`src/rtl/puf_scan_master.sv`:
```
// ---------------------------------------------------------------------------
// puf_scan_master
//
// Sequences one transaction with a scan-chain PUF core. Each transaction:
//   RST     : hold puf_reset high for RST_CYCLES cycles
//   SHIFT   : shift N challenge bits into the PUF, LSB first (puf_shift=1)
//   EVAL    : let the PUF settle for EVAL_CYCLES cycles, then sample puf_out
//   CAPTURE : shift N response bits out of the PUF into response[N-1:0]
//   DONE    : one-cycle done pulse, then back to IDLE
// where N = 8*(length+1). Latency from accepted start to done is
// RST_CYCLES + 2N + EVAL_CYCLES + 1 cycles.
//
// Parameters
//   EVAL_CYCLES : PUF evaluation time in cycles (1..63)
//   RST_CYCLES  : puf_reset pulse width in cycles (1..15)
//
// Ports
//   clk        in   clock, all state on rising edge
//   rstn       in   asynchronous active-low reset
//   start      in   transaction request, sampled only in IDLE
//   challenge  in   32-bit challenge word, captured on accepted start
//   length     in   length code 0..3 -> 8/16/24/32 bits
//   puf_sel    in   PUF instance select, captured on accepted start
//   puf_so     in   PUF scan-out
//   puf_out    in   PUF single-bit response
//   busy       out  high in every state except IDLE
//   done       out  one-cycle pulse when response/resp_bit are valid
//   response   out  captured scan-out bits, held until next accepted start
//   resp_bit   out  sampled single-bit PUF response
//   puf_reset  out  active-high PUF core reset
//   puf_si     out  serial challenge data to PUF scan-in
//   puf_shift  out  PUF scan shift enable (SHIFT and CAPTURE only)
//   puf_sel_o  out  latched puf_sel
//   length_o   out  latched length
// ---------------------------------------------------------------------------
module puf_scan_master #(
  parameter int EVAL_CYCLES = 16,
  parameter int RST_CYCLES  = 2
) (
  input  logic        clk,
  input  logic        rstn,
  input  logic        start,
  input  logic [31:0] challenge,
  input  logic [1:0]  length,
  input  logic [1:0]  puf_sel,
  input  logic        puf_so,
  input  logic        puf_out,
  output logic        busy,
  output logic        done,
  output logic [31:0] response,
  output logic        resp_bit,
  output logic        puf_reset,
  output logic        puf_si,
  output logic        puf_shift,
  output logic [1:0]  puf_sel_o,
  output logic [1:0]  length_o
);

  typedef enum logic [2:0] {
    S_IDLE,
    S_RST,
    S_SHIFT,
    S_EVAL,
    S_CAPTURE,
    S_DONE
  } state_t;

  localparam logic [5:0] RST_INIT  = 6'(RST_CYCLES);
  localparam logic [5:0] EVAL_INIT = 6'(EVAL_CYCLES);

  state_t      state_q;
  logic [5:0]  cnt_q;
  logic [31:0] chal_q;      // challenge, shifted right one bit per SHIFT cycle
  logic [1:0]  len_q;
  logic [1:0]  sel_q;
  logic [31:0] resp_q;
  logic        resp_bit_q;
  logic        busy_q;
  logic        done_q;
  logic        puf_reset_q;
  logic        puf_si_q;
  logic        puf_shift_q;

  logic [5:0]  nbits_d;     // N = 8*(len+1), 8..32
  logic [4:0]  cap_idx_d;   // bit index of the current CAPTURE cycle

  // The counter is loaded with N on CAPTURE entry and counts down, so the
  // k-th capture cycle sees cnt_q = N-k.
  always_comb begin
    nbits_d   = {1'b0, len_q, 3'b000} + 6'd8;
    cap_idx_d = 5'(nbits_d - cnt_q);
  end

  always_ff @(posedge clk or negedge rstn) begin
    if (!rstn) begin
      state_q     <= S_IDLE;
      cnt_q       <= 6'd0;
      chal_q      <= 32'd0;
      len_q       <= 2'd0;
      sel_q       <= 2'd0;
      resp_q      <= 32'd0;
      resp_bit_q  <= 1'b0;
      busy_q      <= 1'b0;
      done_q      <= 1'b0;
      puf_reset_q <= 1'b1;
      puf_si_q    <= 1'b0;
      puf_shift_q <= 1'b0;
    end else begin
      case (state_q)
        S_IDLE: begin
          busy_q      <= 1'b0;
          done_q      <= 1'b0;
          puf_shift_q <= 1'b0;
          puf_si_q    <= 1'b0;
          if (start) begin
            chal_q      <= challenge;
            len_q       <= length;
            sel_q       <= puf_sel;
            resp_q      <= 32'd0;
            resp_bit_q  <= 1'b0;
            busy_q      <= 1'b1;
            puf_reset_q <= 1'b1;
            cnt_q       <= RST_INIT;
            state_q     <= S_RST;
          end else begin
            // Releases the PUF reset left asserted by rstn.
            puf_reset_q <= 1'b0;
          end
        end

        S_RST: begin
          if (cnt_q == 6'd1) begin
            // Present challenge bit 0 in the first SHIFT cycle.
            puf_reset_q <= 1'b0;
            puf_shift_q <= 1'b1;
            puf_si_q    <= chal_q[0];
            chal_q      <= {1'b0, chal_q[31:1]};
            cnt_q       <= nbits_d;
            state_q     <= S_SHIFT;
          end else begin
            cnt_q <= cnt_q - 6'd1;
          end
        end

        S_SHIFT: begin
          if (cnt_q == 6'd1) begin
            puf_shift_q <= 1'b0;
            puf_si_q    <= 1'b0;
            cnt_q       <= EVAL_INIT;
            state_q     <= S_EVAL;
          end else begin
            puf_si_q <= chal_q[0];
            chal_q   <= {1'b0, chal_q[31:1]};
            cnt_q    <= cnt_q - 6'd1;
          end
        end

        S_EVAL: begin
          if (cnt_q == 6'd1) begin
            resp_bit_q  <= puf_out;
            puf_shift_q <= 1'b1;
            cnt_q       <= nbits_d;
            state_q     <= S_CAPTURE;
          end else begin
            cnt_q <= cnt_q - 6'd1;
          end
        end

        S_CAPTURE: begin
          resp_q[cap_idx_d] <= puf_so;
          if (cnt_q == 6'd1) begin
            puf_shift_q <= 1'b0;
            done_q      <= 1'b1;
            cnt_q       <= 6'd0;
            state_q     <= S_DONE;
          end else begin
            cnt_q <= cnt_q - 6'd1;
          end
        end

        S_DONE: begin
          // start is deliberately not looked at here.
          done_q  <= 1'b0;
          busy_q  <= 1'b0;
          state_q <= S_IDLE;
        end

        default: begin
          busy_q      <= 1'b0;
          done_q      <= 1'b0;
          puf_shift_q <= 1'b0;
          puf_si_q    <= 1'b0;
          cnt_q       <= 6'd0;
          state_q     <= S_IDLE;
        end
      endcase
    end
  end

  assign busy      = busy_q;
  assign done      = done_q;
  assign response  = resp_q;
  assign resp_bit  = resp_bit_q;
  assign puf_reset = puf_reset_q;
  assign puf_si    = puf_si_q;
  assign puf_shift = puf_shift_q;
  assign puf_sel_o = sel_q;
  assign length_o  = len_q;

endmodule

```
`config.mk`:
```
export PLATFORM = sky130hd
export DESIGN_NAME = puf_scan_master
export DESIGN_NICKNAME = d
export VERILOG_FILES = /design/src/rtl/puf_scan_master.sv
export SDC_FILE = /design/constraint.sdc
export NUM_CORES = 1
export LEC_CHECK = 0
export CORE_MARGIN = 4
export CORE_UTILIZATION = 45
export DETAILED_ROUTE_END_ITERATION = 12
export PLACE_DENSITY = 0.76
export SLEW_MARGIN = 20
export SYNTH_ARGS = -nofsm -noshare
export SYNTH_HDL_FRONTEND = slang
export SYNTH_SLANG_ARGS = --single-unit
export TNS_END_PERCENT = 100
```
`constraint.sdc`:
```
create_clock -name clk -period 2.4 [get_ports clk]
set_clock_uncertainty 0.05 [all_clocks]
set_input_delay 0.36 -clock clk [delete_from_list [all_inputs] [get_ports clk]]
set_output_delay 0.36 -clock clk [all_outputs]
set_load 0.1 [all_outputs]
```
Word-level counts from Yosys, hierarchy flattened --
Cells that the tools add are included.
Cells by class: add/sub/neg operators 3, multipliers 0, divide/modulo/power cells 0, magnitude comparators 2, eq/ne operators 14, shift-type cells 0, muxes and demuxes 33, bitwise gates (word level) 3, reductions and logical operators 21
Operators with widths (count):
- $mux W32 | 4
- $pmux W32 S3 | 1
- $pmux W32 S2 | 1
- $bwmux W32 | 1
- $pmux W6 S5 | 1
- $mux W6 | 4
- $mux W3 | 5
- $pmux W3 S5 | 1
- $ne A2 B2 Y1 const B | 6
- $reduce_and A2 Y1 | 6
- $mux W1 | 8
- $pmux W1 S2 | 4
- $add A5 B4 Y6 const B | 1
- $eq A3 B2 Y1 const B | 2
- $eq A3 B3 Y1 const B | 2
- $eq A6 B1 Y1 const B | 1
- $lt A5 B6 Y1 const B | 1
- $pmux W1 S3 | 2
- $reduce_and A3 Y1 | 2
- $reduce_bool A2 Y1 | 3
- $reduce_or A3 Y1 | 2
- $sub A6 B1 Y6 const B | 1
- $demux W1 S5 | 1
- $ge A5 B1 Y1 const B | 1
- other kinds (11) | 15
Word-level totals: flip-flop bits (word level) 83, bits in latches 0, memory bits (writable) 0, memory bits (read-only) 0, output and inout port bits 42, memories kept 0

Logic depth before layout (Yosys ltp) --
word-level depth 8, gate-level depth with buffers 10

Worst setup path before layout --
OpenSTA, ideal clock, no wires.
path type reg-to-reg, start point register len_q[0] (netlist: length_o[0]), end point register resp_q[23] (netlist: response[23]), setup time 0.122 ns, data arrival time 2.946 ns, setup slack -0.717 ns, stages on the path, launching flop included 9, buffers on the path 2, path through dfrtp_1 inv_1 ha_1 clkbuf_1 a21oi_1 mux2i_1 buf_2 nand3_1 a32o_1
Between the ends: cells in the longest elaborated chain, start to end 8
RTL lines:
- from (decl) | RTL line 74 | logic [1:0] len_q;
- from (signal assigned) | RTL line 117 | len_q <= length;
- $add A5 B4 Y6 (*) | RTL line 90 | nbits_d = {1'b0, len_q, 3'b000} + 6'd8;
- $sub A5 B5 Y5 (*) | RTL line 91 | cap_idx_d = 5'(nbits_d - cnt_q);
- $lt A5 B6 Y1 (implied by the code) or $ge A5 B1 Y1 (tied branches) | RTL line 170 | resp_q[cap_idx_d] <= puf_so;
- $logic_and A1 B1 Y1 (implied by the code) | RTL line 170
- $mux W1 (implied by the code) | RTL line 170
- $demux W1 S5 (*) | RTL line 170
- $bwmux W32 (*) | RTL line 170
- $pmux W32 S2 (*) | RTL line 109 | case (state_q)
- to (signal, indexed assignment) | RTL line 170
- to (decl) | RTL line 76 | logic [31:0] resp_q;
Every way passes the cells marked *; elsewhere a longest branch is shown, timed or not. A chain may end at the register's enable or synchronous reset.

Worst setup path in the final report --
start point register cnt_q[1], end point register chal_q[16]
Between the ends: cells in the longest elaborated chain, start to end 3
RTL lines:
- from (decl) | RTL line 72 | logic [5:0] cnt_q;
- from (signal assigned) | RTL line 138 | cnt_q <= nbits_d;
- from (signal assigned) | RTL line 141 | cnt_q <= cnt_q - 6'd1;
- from (signal assigned) | RTL line 154 | cnt_q <= cnt_q - 6'd1;
- $eq A6 B1 Y1 (*) | RTL line 132, 146
- $ne A2 B2 Y1 (no source line)
- $reduce_and A4 Y1 (no source line) (*)
- to (signal assigned) | RTL line 116 | chal_q <= challenge;
- to (signal assigned) | RTL line 137 | chal_q <= {1'b0, chal_q[31:1]};
- to (signal assigned) | RTL line 153 | chal_q <= {1'b0, chal_q[31:1]};
- to (decl) | RTL line 73 | logic [31:0] chal_q;
Marks and branches as above.

==> impl_metrics.yaml <==
drt:
  antenna_left: 0
  wl_per_cell_um: 16.8
  routed-via-count: 3767
  vias_per_cell: 5.78
  drt-total-wl_mm: 10.9
  post-route-drc-count: 0
  drtIter0Drc: 246
  first_pass_iters: 4
synth:
  syn_inst: 430
  ys_seq_area_share_pct: 47.3
  synth_edf_count: 0
  ys_async_sr_fraction_pct: 100
  avgSynthCellArea_um2: 10.2
  yosysUniqueCellTypes: 45
  ys_ff_latch: 83
  syn-cell-area_mm2: 0.00439
  synthFlopType: "dfrtp_1"
  ys.warnings.count: 0
  syn_nets: 479
flow_run:
  maxCapViolCount: 0
setup_path:
  cp-end-kind: "flip-flop"
  cp-endpoint: "chal_q[16]"
  required_ps: 2590
  reg2reg_slack_ps: 70
  crit_fanout: 26
  startpoint: "cnt_q[1]"
  start_kind: "flip-flop"
  crit_type: "reg -> reg"
  r2r-start: "cnt_q[1]"
  timing.rr.end: "chal_q[16]"
  crit_arrival_ps: 2520
  reg2regPathDepth: 8
grt:
  grt_util_all_layers_pct: 19.0
  grt_max_degree: 53
  gr-total-overflow: 0
  grt_antenna_before_repair: 0
  first_global_vias: 3672
  grt_pass1_wl_mm: 17.6
clock_network:
  cts_buffer_depth: 2
  cts_sinks: 83
  clockRootBuffer: "clkbuf_8"
  cts_buffers: 9
  clk_pin_slew_worst_paths_ps: 90
  cts_tree: "done"
  clk_latency_ps: 350
  postCtsSetupRepairBufs: 0
  cts-htree-levels: 3
floorplanning:
  die_y_um: 107
  ios: 83
  rows: 35
  die-area_mm2: 0.0114
  start_util_pct: 46.8
  dieWidth_um: 107
  core_area_mm2: 0.00937
sta:
  fin_ws_ps: 70.2
  post-route-min-period_ps: 2330
  hold_violations: 0
  finalSetupViolations: 0
  fmax_mhz: 429
  slew_violations: 0
  fin_crit_sh_pct: 97.1
  relSlewSlack_pct: 51.0
  worst_pin_slew_ps: 734
  whs_ps: 426
placed_design:
  globalplace.congestion: 0.820
  pre_cts_ws_ps: -97.5
  dp_hpwl_mm: 7.52
  io_buffers: 82
cells_and_area:
  regArea_mm2: 0.00209
  n_fill_cell: 819
  drive_gt1_share_pct: 27.7
  num_antenna_cells: 0
  areaGrowthSynthToFinish_pct: 30.6
  layout.nets: 567
  multi_input_area_mm2: 0.00219
power:
  power_leakage_nw: 2.82
  total_power_mw: 2.54
  ir_drop_uv: 324
  powerDensity_mw_per_mm2: 444
outcome:
  status: "complete, no violations"
worst_hold_path:
  hold_path.class: "reg -> reg"
## flip-flops by register name, indices dropped and copies added, names as in the netlist
register   count
puf_si         1
puf_shift      1
busy           1
state_q        3
length_o       2
puf_reset      1
puf_sel_o      2
resp_bit       1
response      32
chal_q        32
done           1
cnt_q          6
## layer usage
metal | GRT usage (%) | part of all wire, % | up-vias
met3 | 5.48 | 7.2 | 19
met5 | 0 | 0 | -
li1 | - | - | 1766
met1 | 25.7 | 43 | 1863
met4 | 6.12 | 1.6 | 0
met2 | 29.6 | 48 | 119
## synth_stat cells (2+ instances only)
library cell   n  area (µm²)
a21o_1         3        22.5
a21oi_1        9        45.0
a22o_1         2        17.5
a22oi_1        2        15.0
a31oi_1       19         119
a32o_1        16         160
a41o_1        16         160
and3_1         6        37.5
buf_1          2        7.51
buf_2          7        35.0
buf_6          8        90.1
clkbuf_1      21        78.8
dfrtp_1       82        2050
ha_1           8         100
inv_1          8        30.0
mux2_2         4        45.0
mux2i_1       35         350
nand2_1       63         236
nand2b_1       3        18.8
nand3_1       18        90.1
nand3b_1       3        22.5
nor2_1        16        60.1
nor2b_1        3        18.8
nor3_1         2        10.0
o211ai_1       2        15.0
o21ai_0       16        80.1
o21ai_1        4        20.0
o21ai_2       28         245
o31ai_1        2        15.0
or2_2          2        12.5
or3_1          3        18.8
xnor2_1        4        35.0
## metrics by stage
stage / utilization (%) / area (µm²) / TNS (ps) / cells
floorplan: - / 4460 / 0 / 430
global placement: 58.0 / 5430 / 0 / 633
detailed placement: 58.0 / 5430 / -1260 / 633
CTS: 60.2 / 5640 / 0 / 650
global route: 61.2 / 5730 / -9.94 / 652
finish: 61.2 / 5730 / 0 / 652
## worst min-delay path by stage
stage,slack [ps],depth (start not counted),end,startpoint
final,430,2,puf_reset,puf_reset
after global routing,450,2,puf_reset,puf_reset
after floorplan,10,0,busy,rstn
after CTS,430,2,puf_reset,puf_reset
after detailed placement,310,1,state_q[0],rstn
after global placement,320,1,state_q[0],rstn
## cell type report
type / count / area share, %
clock buffers: 10 / 2.40
clock inverters: 6 / 0.873
inverters: 8 / 0.524
multi-input cells: 301 / 38.1
flip-flops and latches: 83 / 36.4
well taps: 129 / 2.82
repair buffers: 115 / 18.8
## power breakdown
group          switching (mW)  internal (mW)  total, mW
Sequential             0.0132           1.42       1.43
Clock                   0.548          0.415      0.963
Combinational          0.0640         0.0838      0.148
## timing repair
item | in CTS | in global routing
hold endpoints to repair | 34 | 0
setup endpoints to repair | 16 | 65
resized for setup | 1 | 12
hold buffers | 1 | 0
gates cloned | 0 | 2
## logic make-up after synthesis
group / Yosys count / share of synthesized area, %
flip-flops: 83 / 47.3
buffers and inverters: 46 / 5.50
multiplexers: 39 / 9.01
AND/OR/NAND/NOR: 122 / 12.5
adder cells (fa/ha/maj): 8 / 2.28
AO/OA/AOI/OAI: 127 / 22.4
XOR/XNOR: 5 / 0.997
## placed cells by master, fill, tap and decap left out, types with 2 or more instances in the layout
master,n
or2_2,2
nor2b_1,2
a22o_1,2
nand2b_1,3
a32o_1,16
a31oi_1,18
nor3_1,2
o21ai_2,28
dfrtp_1,79
buf_12,7
o31ai_1,2
nand3b_1,3
mux2_2,4
or3_1,3
mux2i_1,33
a21o_1,2
dfrtp_4,2
mux2i_4,2
nor2_1,15
a22oi_1,2
buf_4,64
a21oi_1,7
xnor2_1,3
inv_1,7
clkdlybuf4s50_1,39
a41o_1,16
o21ai_1,4
clkbuf_8,10
o21ai_0,16
buf_6,3
ha_1,7
and3_1,6
nand2_1,63
nand3_1,17
o211ai_1,2
clkinv_4,3
## critical path, stage by stage, from the launching register on
cell	delay (ps)
dfrtp_1	380
inv_1	80
ha_2	190
or4b_4	500
or4_1	440
a21o_4	260
buf_12	160
nand2_1	90
o21ai_2	60
Note: power is estimated with default switching activity, not from simulation.
